File: config.mk
export PLATFORM = sky130hd
export DESIGN_NAME = btn_debounce_bank
export DESIGN_NICKNAME = d
export VERILOG_FILES = /design/src/rtl/btn_debounce_bank.sv
export SDC_FILE = /design/constraint.sdc
export NUM_CORES = 1
export LEC_CHECK = 0
export ABC_AREA = 1
export CELL_PAD_IN_SITES_DETAIL_PLACEMENT = 1
export CELL_PAD_IN_SITES_GLOBAL_PLACEMENT = 1
export CORE_ASPECT_RATIO = 0.75
export CORE_UTILIZATION = 40
export DETAILED_ROUTE_END_ITERATION = 6
export GPL_TIMING_DRIVEN = 0
export PLACE_DENSITY_LB_ADDON = 0.15
export SLEW_MARGIN = 40
export SYNTH_ARGS = -nofsm -noshare
export SYNTH_HDL_FRONTEND = slang
export SYNTH_SLANG_ARGS = --single-unit
File: constraint.sdc
create_clock -name full_clock -period 5.6 [get_ports full_clock]
set_input_delay 1.12 -clock full_clock [delete_from_list [all_inputs] [get_ports full_clock]]
set_output_delay 1.12 -clock full_clock [all_outputs]
set_load 0.02 [all_outputs]
File: src/rtl/btn_debounce_bank.sv
// btn_debounce_bank: multi-channel button conditioner on full_clock.
// A shared prescaler produces a one-cycle sample tick. Each channel has a
// two-flop synchronizer, a stable-count debouncer, registered press/release
// pulses and an optional auto-repeat FSM (OFF -> DELAY -> RATE).
module btn_debounce_bank #(
    parameter int N_CH         = 5,
    parameter int TICK_DIV     = 4096,
    parameter int STABLE_TICKS = 16,
    parameter int REPEAT_DELAY = 12207,
    parameter int REPEAT_RATE  = 2441
) (
    input  logic            full_clock,
    input  logic            Reset,
    input  logic [N_CH-1:0] btn_raw,
    input  logic [N_CH-1:0] repeat_en,
    output logic [N_CH-1:0] btn_level,
    output logic [N_CH-1:0] btn_pulse,
    output logic [N_CH-1:0] btn_release,
    output logic            tick
);

    localparam int PW   = $clog2(TICK_DIV);
    localparam int DW   = $clog2(STABLE_TICKS) + 1;
    localparam int RMAX = (REPEAT_DELAY > REPEAT_RATE) ? REPEAT_DELAY : REPEAT_RATE;
    localparam int RW   = $clog2(RMAX) + 1;

    localparam logic [PW-1:0] PCNT_LAST  = PW'(TICK_DIV - 1);
    localparam logic [DW-1:0] DCNT_LAST  = DW'(STABLE_TICKS - 1);
    localparam logic [RW-1:0] DELAY_LAST = RW'(REPEAT_DELAY - 1);
    localparam logic [RW-1:0] RATE_LAST  = RW'(REPEAT_RATE - 1);

    typedef enum logic [1:0] {
        RPT_OFF   = 2'd0,
        RPT_DELAY = 2'd1,
        RPT_RATE  = 2'd2
    } rpt_state_e;

    logic [PW-1:0]   pcnt_q, pcnt_d;
    logic            tick_q, tick_d;
    logic [N_CH-1:0] sync1_q, sync1_d;
    logic [N_CH-1:0] sync2_q, sync2_d;
    logic [N_CH-1:0] btn_level_q, btn_level_d;
    logic [N_CH-1:0] btn_pulse_q, btn_pulse_d;
    logic [N_CH-1:0] btn_release_q, btn_release_d;
    logic [DW-1:0]   dcnt_q [N_CH];
    logic [DW-1:0]   dcnt_d [N_CH];
    logic [RW-1:0]   rcnt_q [N_CH];
    logic [RW-1:0]   rcnt_d [N_CH];
    rpt_state_e      state_q [N_CH];
    rpt_state_e      state_d [N_CH];

    assign btn_level   = btn_level_q;
    assign btn_pulse   = btn_pulse_q;
    assign btn_release = btn_release_q;
    assign tick        = tick_q;

    // Prescaler: wrap at TICK_DIV-1 and strobe tick in the following cycle.
    always_comb begin
        // NOTE: every combinational output gets a value on every path, so no latch is inferred.
        pcnt_d = (pcnt_q == PCNT_LAST) ? '0 : pcnt_q + PW'(1);
        tick_d = (pcnt_q == PCNT_LAST);
    end

    // Synchronizer: raw inputs pass through two flops before any use.
    always_comb begin
        sync1_d = btn_raw;
        sync2_d = sync1_q;
    end

    // Per-channel debounce and repeat next-state, evaluated only in tick cycles.
    always_comb begin
        btn_level_d   = btn_level_q;
        btn_pulse_d   = '0;
        btn_release_d = '0;
        for (int i = 0; i < N_CH; i++) begin
            dcnt_d[i]  = dcnt_q[i];
            rcnt_d[i]  = rcnt_q[i];
            state_d[i] = state_q[i];
            if (tick_q) begin
                // Debounce: a run of differing samples flips the level; any agreeing sample restarts it.
                if (sync2_q[i] != btn_level_q[i]) begin
                    if (dcnt_q[i] == DCNT_LAST) begin
                        btn_level_d[i]   = sync2_q[i];
                        dcnt_d[i]        = '0;
                        btn_pulse_d[i]   = sync2_q[i];
                        btn_release_d[i] = ~sync2_q[i];
                    end else begin
                        dcnt_d[i] = dcnt_q[i] + DW'(1);
                    end
                end else begin
                    dcnt_d[i] = '0;
                end
                // Repeat: judged on the post-tick level, so a press tick arms DELAY
                // and a release tick forces OFF without a repeat pulse.
                if (!btn_level_d[i] || !repeat_en[i]) begin
                    state_d[i] = RPT_OFF;
                    rcnt_d[i]  = '0;
                end else begin
                    case (state_q[i])
                        RPT_OFF: begin
                            state_d[i] = RPT_DELAY;
                            rcnt_d[i]  = '0;
                        end
                        RPT_DELAY: begin
                            if (rcnt_q[i] == DELAY_LAST) begin
                                btn_pulse_d[i] = 1'b1;
                                rcnt_d[i]      = '0;
                                state_d[i]     = RPT_RATE;
                            end else begin
                                rcnt_d[i] = rcnt_q[i] + RW'(1);
                            end
                        end
                        RPT_RATE: begin
                            if (rcnt_q[i] == RATE_LAST) begin
                                btn_pulse_d[i] = 1'b1;
                                rcnt_d[i]      = '0;
                            end else begin
                                rcnt_d[i] = rcnt_q[i] + RW'(1);
                            end
                        end
                        default: begin
                            state_d[i] = RPT_OFF;
                            rcnt_d[i]  = '0;
                        end
                    endcase
                end
            end
        end
    end

    // Prescaler, synchronizer, debounce counters and output registers.
    always_ff @(posedge full_clock or posedge Reset) begin
        if (Reset) begin
            pcnt_q        <= '0;
            tick_q        <= 1'b0;
            sync1_q       <= '0;
            sync2_q       <= '0;
            btn_level_q   <= '0;
            btn_pulse_q   <= '0;
            btn_release_q <= '0;
            // NOTE: the per-channel counter arrays are plain registers, not a memory, so they reset with everything else.
            for (int i = 0; i < N_CH; i++) begin
                dcnt_q[i] <= '0;
                rcnt_q[i] <= '0;
            end
        end else begin
            // NOTE: non-blocking assignments make every flop sample pre-edge values.
            pcnt_q        <= pcnt_d;
            tick_q        <= tick_d;
            sync1_q       <= sync1_d;
            sync2_q       <= sync2_d;
            btn_level_q   <= btn_level_d;
            btn_pulse_q   <= btn_pulse_d;
            btn_release_q <= btn_release_d;
            for (int i = 0; i < N_CH; i++) begin
                dcnt_q[i] <= dcnt_d[i];
                rcnt_q[i] <= rcnt_d[i];
            end
        end
    end

    // Repeat FSM state register.
    always_ff @(posedge full_clock or posedge Reset) begin
        if (Reset) begin
            for (int i = 0; i < N_CH; i++) begin
                state_q[i] <= RPT_OFF;
            end
        end else begin
            for (int i = 0; i < N_CH; i++) begin
                state_q[i] <= state_d[i];
            end
        end
    end

endmodule
# Word-level counts from Yosys, hierarchy flattened
# Cells that the tools add are included.
# Widths: inputs -> output; s select.
# totals
register_bits	148
inputBits	12
word_cells	215
# op_classes
n_addsub	11
n_eq_ne	41
mux	111
bitwise_logic	5
n_reduce_logical	25
# ops
operator	count
$mux 15	15
$pmux 15 s2	5
$add 15x1->15 const B	5
$eq 15x12->1 const B	5
$eq 15x14->1 const B	5
$mux 1	60
$mux 5	10
$pmux 2 s3	5
$add 5x1->5 const B	5
$eq 5x4->1 const B	5
$mux 2	10
$ne 3x3->1 const B	5
$reduce_and 3->1	5
$add 12x1->12 const B	1
$eq 12x12->1 const B	1
$mux 12	1
$eq 2x1->1 const B	5
$eq 2x2->1 const B	5
$logic_not 1->1	10
$logic_not 2->1	5
$ne 2x2->1 const B	5
$pmux 1 s2	5
$logic_or 1x1->1	5
$ne 1x1->1	5
$not 1->1	5

# Depth between registers and ports, before layout
# Gate-level depths: netlist (run 1).
# logic_depth
ltp_word	8
mapped_depth	13

# Worst setup path after synthesis (run 1)
# No wires, ideal clock.
# synth_timing
path_kind	input -> register
start	input port repeat_en[1]
end	register rcnt_q[46] in the netlist's numbering
setup_ps	66
arrival_time_ps	1676
t_required_ps	5534
path_slack_ps	3859
stages	5
cell_sequence	nand3_2 -> nor2_2 -> buf_4 -> nand4_1 -> nand2_1
# synth_via
elab_chain_len	3
# synth_rtl
element	line_no	text
from (decl)	15	input logic [N_CH-1:0] repeat_en,
$logic_not 1->1	95	if (!btn_level_d[i] || !repeat_en[i]) begin
$logic_or 1x1->1	95	
$mux 15	95	
to (signal, indexed assignment)	157	rcnt_q[i] <= rcnt_d[i];
to (decl)	47	logic [RW-1:0] rcnt_q [N_CH];
# Every way passes these cells.
# A chain may end at the register's enable or synchronous reset.

# Worst setup path in the final report (run 1)
# layout_timing
start	register btn_level_q[3], in the netlist btn_level[3]
end	output port btn_level[3]
# layout_lines
element	line_no	text
from (decl)	42	logic [N_CH-1:0] btn_level_q, btn_level_d;
from (signal assigned)	152	btn_level_q <= btn_level_d;
to (decl)	16	output logic [N_CH-1:0] btn_level,
# No word-level cell between the ends.

==> results.yml, run 1 <==
timing:
  worst_pin_slew_ns: 0.741
  slew_viol_final: 0
  setup_slack_ns: 2.95
  final-hold-violation-count: 0
  max_freq_mhz: 378
  final.setup.tns_ns: 0
  setup_violations: 0
  rsz0062_at_grt: "no"
  period_share_pct: 47.3
  period_minus_slack_ns: 2.65
  skew_ns: 0.0129
  slew_headroom_pct: 50.6
clock_tree:
  postCtsHoldBufs: 0
  clockBufferDepth: 2
  cts_tree: "built"
  cts_setup_buffers: 0
  clock-root-buffer: "clkbuf_16"
  cts_resized: 0
  clk_latency_ns: 0.44
  cts_buffers: 17
  h-tree-depth: 4
  clock-sinks: 148
  clk_pin_slew_worst_paths_ns: 0.06
cells_and_area:
  multi_input_area_mm2: 0.00437
  finish.instance_area_mm2: 0.0101
  final_nets: 1247
  n_antenna_cell: 0
  regArea_mm2: 0.00370
  final_layout_size_suffix_gt1_share_pct: 10.4
  layout-area-overhead-vs-synth_pct: 15.0
  fillerInstances: 2664
  final_cell_count_no_fill: 1495
synth:
  ys.flop_type: "dfrtp_1"
  synth_top_area_cell: "dfrtp_1"
  syn_nets: 1200
  async_reset_ff_share_pct: 100
  syn_inst: 1147
  ys_types: 38
  ys_ff_latch: 148
  ys_seq_area_share_pct: 42.0
  synth_edf_count: 0
  yosysWarnings: 0
  synth_commonest_cells: "nand2_1, dfrtp_1, inv_1"
  synth_area_per_cell_um2: 7.68
  netlist_area_mm2: 0.00881
  netlist.area_leader.share_pct: 42.0
  yosysMostFrequentCell: "nand2_1"
  synth.area.top_cells: "dfrtp_1, nand2_1, inv_1, ha_1, nor2_1"
run_status:
  status: "finished, final reports clean"
critical_path:
  crit_slowest_cell: "clkdlybuf4s50_1"
  required_ns: 4.48
  path_depth: 1
  cp-start-kind: "register"
  r2r_cells: 12
  worst-path-buf-inv: 1
  crit_path_max_fanout: 5
  path_class: "register to output pin"
  cp-end-kind: "output pin"
  cp_slowest_stage_delay_ns: 0.64
  cpLargestDelayFamily: "buffers and inverters"
  path_cells: "clkdlybuf4s50_1"
  crit_arrival_ns: 1.53
global_routing:
  grt_max_degree: 77
  grt_pass1_vias: 7736
  antenna_found_initial: 0
  grt_pass1_wl_um: 39700
  gr-total-overflow: 0
  grt_use_total_pct: 22.2
die:
  fp.coreArea_mm2: 0.0214
  dieArea_mm2: 0.0226
  ios: 28
  row_count: 46
  initial_core_util_pct: 41.3
  die_w_um: 173
  die_y_um: 131
power:
  totalPowerFinal_mw: 2.41
  powerDensity_mw_per_mm2: 238
  peakVddDrop_uv: 208
  leakage_nw: 5.33
worst_hold_path:
  worstHoldPathCells: 0
  hp-class: "register to register"
drt:
  drc_errors: 0
  avgViaCountPerCell: 5.02
  ant_nets: 0
  drt-initial-drc-count: 399
  drt_pass1_iterations: 4
  num_vias: 7498
  wl_per_cell_um: 15.6
  routed_wl_um: 23300
run:
  cap_violations: 0
place:
  io_buffers: 27
  dp_hpwl_um: 16700
  dpl_worst_slack_ns: 3.07
  placed_cells_incl_taps: 1463
  dpl-instance-area_mm2: 0.00948
  gp_congestion: 0.795
power breakdown:
| group | switching (mW) | total (mW) | internal [mW] |
|---|---|---|---|
| clock network | 0.500 | 1.29 | 0.794 |
| logic | 0.0276 | 0.0383 | 0.0107 |
| registers | 0.00254 | 1.08 | 1.07 |
final cells by class:
class                           instances  share of cell area, %
Multi-Input combinational cell        820                   43.1
Clock inverter                         15                   2.25
Clock buffer                           17                   4.20
Sequential cell                       148                   36.6
Buffer                                 29                   1.72
Tap cell                              288                   3.56
Inverter                              150                   5.66
Timing Repair Buffer                   28                   2.94
final timing paths:
check	start	endpoint	slack (ns)
max reg2reg	rcnt_q[45]	rcnt_q[50]	3.68
min reg2reg	sync1_q[2]	sync2_q[2]	0.35
min in group asynchronous	Reset	rcnt_q[71]	1.15
max	btn_level[3]	btn_level[3]	2.95
max in group asynchronous	Reset	state_q[0]	3.68
min	sync1_q[2]	sync2_q[2]	0.35
through the flow:
| stage | utilization, % | hold slack (ns) |
|---|---|---|
| floorplan | - | 0.331 |
| global route | 47.5 | 0.366 |
| detailed placement | 44.4 | 0.336 |
| global placement | 44.2 | 0.335 |
| finish | 47.5 | 0.354 |
| CTS | 47.5 | 0.359 |
registers in the layout, summed over array words and instances (netlist names):
| signal | count |
|---|---|
| btn_release | 5 |
| btn_level | 5 |
| btn_pulse | 5 |
| state_q | 10 |
| pcnt_q | 12 |
| sync1_q | 5 |
| sync2_q | 5 |
| rcnt_q | 75 |
| tick | 1 |
| dcnt_q | 25 |
per-layer routing:
metal  vias to the layer above  track usage (%)  share of wire (%)
met3                        20             3.18                2.3
met1                      3665             31.7                 52
li1                       3740                -                  -
met4                         0             6.98                1.1
met2                        73             34.9                 44
met5                         -                0                  0
layout by cell type, fill, tap and decap left out, types with 5 or more instances in the layout:
cell / count
a21oi_1: 38
a21oi_2: 10
buf_2: 13
buf_6: 5
bufinv_16: 5
clkbuf_1: 8
clkbuf_16: 17
clkdlybuf4s50_1: 27
clkinvlp_4: 5
dfrtp_1: 148
ha_1: 41
inv_1: 141
inv_2: 6
nand2_1: 324
nand2_2: 12
nand3_1: 73
nand3_2: 6
nand4_1: 65
nor2_1: 114
nor2_2: 21
nor3_1: 8
o21ai_0: 24
o22ai_1: 6
xnor2_1: 16
xor2_1: 37
logic make-up after synthesis:
logic type      after synthesis  share of synthesized area, %
flops                       148                          42.0
xor+xnor                     53                          5.27
buf+inv                     179                          8.39
simple gates                642                          32.8
compound gates               83                          5.55
fa+ha+maj                    41                          5.82
mux                           1                         0.114
(Power assumes the default switching activity.)
==> run 2: changes to the inputs <==
clock period = 2.1 ns   (was 5.6 ns; I/O delays follow)
==> results.yml, run 2 (synthesis results as in run 1) <==
clock_tree:
  cts_setup_buffers: 0
  clockBufferDepth: 2
  h-tree-depth: 4
  clock-sinks: 148
  cts_resized: 0
  clk_latency_ns: 0.43
  clk_pin_slew_worst_paths_ns: 0.06
  clock-root-buffer: "clkbuf_16"
  postCtsHoldBufs: 0
  cts_tree: "built"
  cts_buffers: 17
timing:
  max_freq_mhz: 518
  rsz0062_at_grt: "no"
  setup_violations: 0
  slew_headroom_pct: 50.0
  hold_ws_ns: 0.347
  period_minus_slack_ns: 1.93
  slew_viol_final: 0
  worst_pin_slew_ns: 0.750
  period_share_pct: 91.9
  skew_ns: 0.00863
  final-hold-violation-count: 0
  setup_slack_ns: 0.170
critical_path:
  cp-end-kind: "output pin"
  path_cells: "clkdlybuf4s50_1"
  path_class: "register to output pin"
  crit_start: "btn_level[3]"
  crit_slowest_cell: "clkdlybuf4s50_1"
  path_depth: 1
  r2r_cells: 9
  cp-endpoint: "btn_level[3]"
  timing.rr.end: "rcnt_q[52]"
  cp-start-kind: "register"
  worst-path-buf-inv: 1
  cpLargestDelayFamily: "buffers and inverters"
  reg2reg_setup_slack_ns: 0.25
  cp_slowest_stage_delay_ns: 0.64
  required_ns: 1.68
  crit_path_max_fanout: 5
  crit_arrival_ns: 1.51
  r2r_start: "dcnt_q[15]"
die:
  die_y_um: 131
  fp.coreArea_mm2: 0.0214
  ios: 28
  row_count: 46
  die_w_um: 173
  initial_core_util_pct: 41.3
  dieArea_mm2: 0.0226
drt:
  num_vias: 7491
  drc_errors: 0
  ant_nets: 0
  wl_per_cell_um: 15.4
  routed_wl_um: 23100
  avgViaCountPerCell: 5.00
  drt_pass1_iterations: 4
  drt-initial-drc-count: 288
cells_and_area:
  final_layout_size_suffix_gt1_share_pct: 10.6
  layout-area-overhead-vs-synth_pct: 15.6
  layout_commonest_cell: "nand2_1"
  n_antenna_cell: 0
  fillerInstances: 2602
  largest-register: "rcnt_q"
  final_nets: 1253
  largest_register_ffs: 75
  reg_top3: "rcnt_q: 75 flops, dcnt_q: 25 flops, pcnt_q: 12 flops"
  final_cell_mix: "nand2_1, dfrtp_1, inv_1"
power:
  leakage_nw: 5.36
  peakVddDrop_uv: 561
  powerDensity_mw_per_mm2: 587
  totalPowerFinal_mw: 5.98
place:
  gp_congestion: 0.825
  dpl_worst_slack_ns: 0.211
  io_buffers: 27
  dp_hpwl_um: 17300
global_routing:
  grt_max_degree: 24
  grt_pass1_wl_um: 40100
  gr-total-overflow: 0
  grt_pass1_vias: 7866
  antenna_found_initial: 0
  grt_use_total_pct: 22.3
run:
  cap_violations: 0
worst_hold_path:
  hp-class: "register to register"
run_status:
  status: "finished, final reports clean"
==> run 2: cell types whose count changed in the layout (fill, tap and decap cells not counted), moves of 3 or more <==
cell,delta
bufinv_16,-3
inv_6,-3
buf_16,+5
clkinv_2,+5
==> run 2: how the worst min path moves through the flow <==
stage                           from    endpoint  slack, ns  depth (start not counted)
after global placement    sync1_q[2]  sync2_q[2]       0.33                          0
after global routing      sync1_q[4]  sync2_q[4]       0.37                          0
after floorplan           sync1_q[0]  sync2_q[0]       0.33                          0
after CTS                 sync1_q[2]  sync2_q[2]       0.35                          0
final                     sync1_q[2]  sync2_q[2]       0.35                          0
after detailed placement  sync1_q[3]  sync2_q[3]       0.34                          0
==> run 2: final cells by class <==
type / count / area, um^2 / share of cell area [%]
flip-flops and latches: 148 / 3700 / 36.4
clock buffers: 19 / 443 / 4.35
multi-input cells: 820 / 4370 / 42.9
clock inverters: 11 / 113 / 1.11
repair buffers: 34 / 455 / 4.47
plain buffers: 29 / 174 / 1.71
well taps: 288 / 360 / 3.54
inverters: 150 / 569 / 5.59
==> run 2: stage by stage <==
step / std cells / setup TNS [ns] / utilization [%] / instance area [um^2]
floorplan: 1147 / -26.79 / - / 8820
global placement: 1462 / -244.13 / 44.2 / 9450
detailed placement: 1469 / 0 / 45.1 / 9630
CTS: 1499 / 0 / 47.7 / 10200
global route: 1499 / 0 / 47.7 / 10200
finish: 1499 / 0 / 47.7 / 10200
==> run 2: routing by layer <==
metal | track usage, % | share of wire, % | routed length, um
met1 | 31.7 | 52 | 12100
met2 | 35.7 | 44 | 10200
met3 | 3.39 | 2.4 | 555
met4 | 5.88 | 0.98 | 227
met5 | 0 | 0 | 0
==> run 2: power by group <==
group | internal, mW | switching, mW | leakage, nW
Clock | 1.75 | 1.23 | 0.270
Combinational | 0.0578 | 0.0800 | 3.39
Sequential | 2.86 | 0.00675 | 1.71
Total | 4.67 | 1.31 | 5.36
==> RTL change (config.mk and constraints of run 2) <==
Make the reset (`Reset`) synchronous in 2 clocked blocks.
--- a/src/rtl/btn_debounce_bank.sv
+++ b/src/rtl/btn_debounce_bank.sv
@@ -129,7 +129,7 @@
     end
 
     // Prescaler, synchronizer, debounce counters and output registers.
-    always_ff @(posedge full_clock or posedge Reset) begin
+    always_ff @(posedge full_clock) begin
         if (Reset) begin
             pcnt_q        <= '0;
             tick_q        <= 1'b0;
@@ -160,7 +160,7 @@
     end
 
     // Repeat FSM state register.
-    always_ff @(posedge full_clock or posedge Reset) begin
+    always_ff @(posedge full_clock) begin
         if (Reset) begin
             for (int i = 0; i < N_CH; i++) begin
                 state_q[i] <= RPT_OFF;
Behaviour: same outputs for any inputs over 10 cycles, from zero or initial values and one cycle with Reset high; that may be too few to reach the edited logic, so the function may still have changed.
==> RTL change against run 2 <==
Via count is 9.5% higher. Routed wire length is 11% higher. Power is 4.2% higher. Area after synthesis down 3.5%. Largest power group unchanged. Sequential cell count unchanged. Worst setup slack got worse by 0.065 ns. Die area is 3.4% lower. Critical path depth is 3 higher. Final area shrank 4.3%. Critical path type is now reg -> reg.
==> RTL change: results (changes against run 2) <==
Total Routing Usage GR 24.7% (+2.4 points); Largest regs rcnt_q (75), dcnt_q (25), pcnt_q (12); M1 wire length 13.2 mm (+9.4%); TritonRoute pass-1 iters 5 (+1); met2 usage 39.9% (+4.1 points); pin count of the biggest net entering global routing 17 (-29%); synth cell count leaders 332 x nand2_1, 180 x nor2_1, 155 x inv_1; r2r worst-path depth 4 (-5); P_seq 2.83 mW (-1%); DR WL met3 858 um (+55%); syn nets 1323 (+10%); r2r setup slk 0.11 ns (-0.14 ns); Port Buffers 26 (-3.7%); status finished clean; NetSw 1.42 mW (+8.4%); Placement Setup Slack 0.0999 ns (-0.111 ns); worst-margin pin slew 0.824 ns (+0.0745 ns); Power Total 6.23 mW (+4.2%); Lkg Pwr 3.88 nW (-28%); DRT iter0 DRCs 373 (+30%); hold_ws 0.410 ns (+0.0623 ns); first-pass GRT wire length 42.0 mm (+4.8%); hpwl dp 18.8 mm (+9.2%); routed vias 8201 (+9.5%); WL per Instance 15.9 um (+3.4%); vias per cell 5.09 (+1.9%); nets 1368 (+9.2%); crit path max fanout 10 (+5); Clock Skews 0.00785 ns (-0.000788 ns); largest stage delay on the critical path 0.56 ns (-0.08 ns); hold endpoint sync2_q[3]$_SDFF_PP0_; WP data arrival 2.26 ns (+0.75 ns); met1 GRT Util 34.9% (+3.1 points); routability cong. 0.837 (+1.4%); Top delay family on crit path simple AND/OR/NAND/NOR gates; layout cell share with drive strength beyond 1 8.28% (-2.3 points); syn_area_per_cell 6.70 sq um (-13%); Inst Count DP 1578 (+7.4%); fraction of registers with async set/reset 0% (-100 points); slowest CP cell nor4_1; Worst R2R Start tick$_SDFF_PP0_; RR Endpoint btn_release[0]$_SDFF_PP0_; sequential share of the synthesized area 34.8% (-7.2 points); CTS max path bufs 2 (unchanged); initial antenna violation count 0 (unchanged); top cells by area, synth dfxtp_1 35%, nand2_1 15%, nor2_1 7.9%; peak supply drop 0.475 mV (-15%); met3 Track Usage GR 3.46% (+0.072 points); worst hold path stage count 2 (+2); Hold Crit Start sync1_q[3]$_SDFF_PP0_; Yosys cell types 45 (+18%); DR WL met2 11.4 mm (+11%); Placed Area 9120 sq um (-5.3%); combinational power share 2.0% (-0.3 points)
## RTL change: cell types whose count changed in the layout (fill, tap and decap cells not counted), moves of 12 or more
cell | before | now
nor3_1 | 8 | 23
nand4_1 | 65 | 33
dfxtp_1 | 0 | 148
a21oi_1 | 38 | 79
dfrtp_1 | 148 | 0
nor2_1 | 114 | 179
inv_1 | 141 | 155
xor2_1 | 37 | 25
## RTL change: logic make-up (layout without fill, tap and decap cells)
group                      Yosys count  count (layout)  share of synthesized area, %
AOI/OAI and AO/OA                  137             137                          9.21
adders and majority gates           41              41                          6.03
xor gates and xnor gates            39              39                          4.02
DFF                                148             148                          34.8
buffers and inverters              199             257                          9.41
and+or+nand+nor                    706             706                          36.5
## RTL change: how the worst max path moves through the flow
stage / cells past startpoint / slack (ns) / end / from
global route: 5 / 0.03 / rcnt_q[0][60]$_SDFFE_PP0P_ / tick$_SDFF_PP0_
global placement: 4 / 0.13 / btn_release[0]$_SDFF_PP0_ / Reset
finish: 4 / 0.11 / btn_release[0]$_SDFF_PP0_ / tick$_SDFF_PP0_
detailed placement: 7 / 0.1 / rcnt_q[0][21]$_SDFFE_PP0P_ / repeat_en[1]
floorplan: 12 / 0.61 / rcnt_q[0][71]$_SDFFE_PP0P_ / dcnt_q[0][20]$_SDFFE_PP0P_
CTS: 10 / 0.14 / rcnt_q[0][21]$_SDFFE_PP0P_ / dcnt_q[0][5]$_SDFFE_PP0P_
## RTL change: layout make-up
type / count / area [sq um]
flip-flops and latches: 148 / 2960
clock inverters: 13 / 171
fillers: 2699 / 10800
clock buffers: 19 / 453
inverters: 164 / 621
repair buffers: 26 / 260
multi-input cells: 923 / 4750
well taps: 282 / 353
plain buffers: 35 / 180
## RTL change: what timing repair did
action,4_1_cts,5_1_grt
gates resized for setup,0,2
hold buffers,0,0
endpoints found under the setup margin,0,7
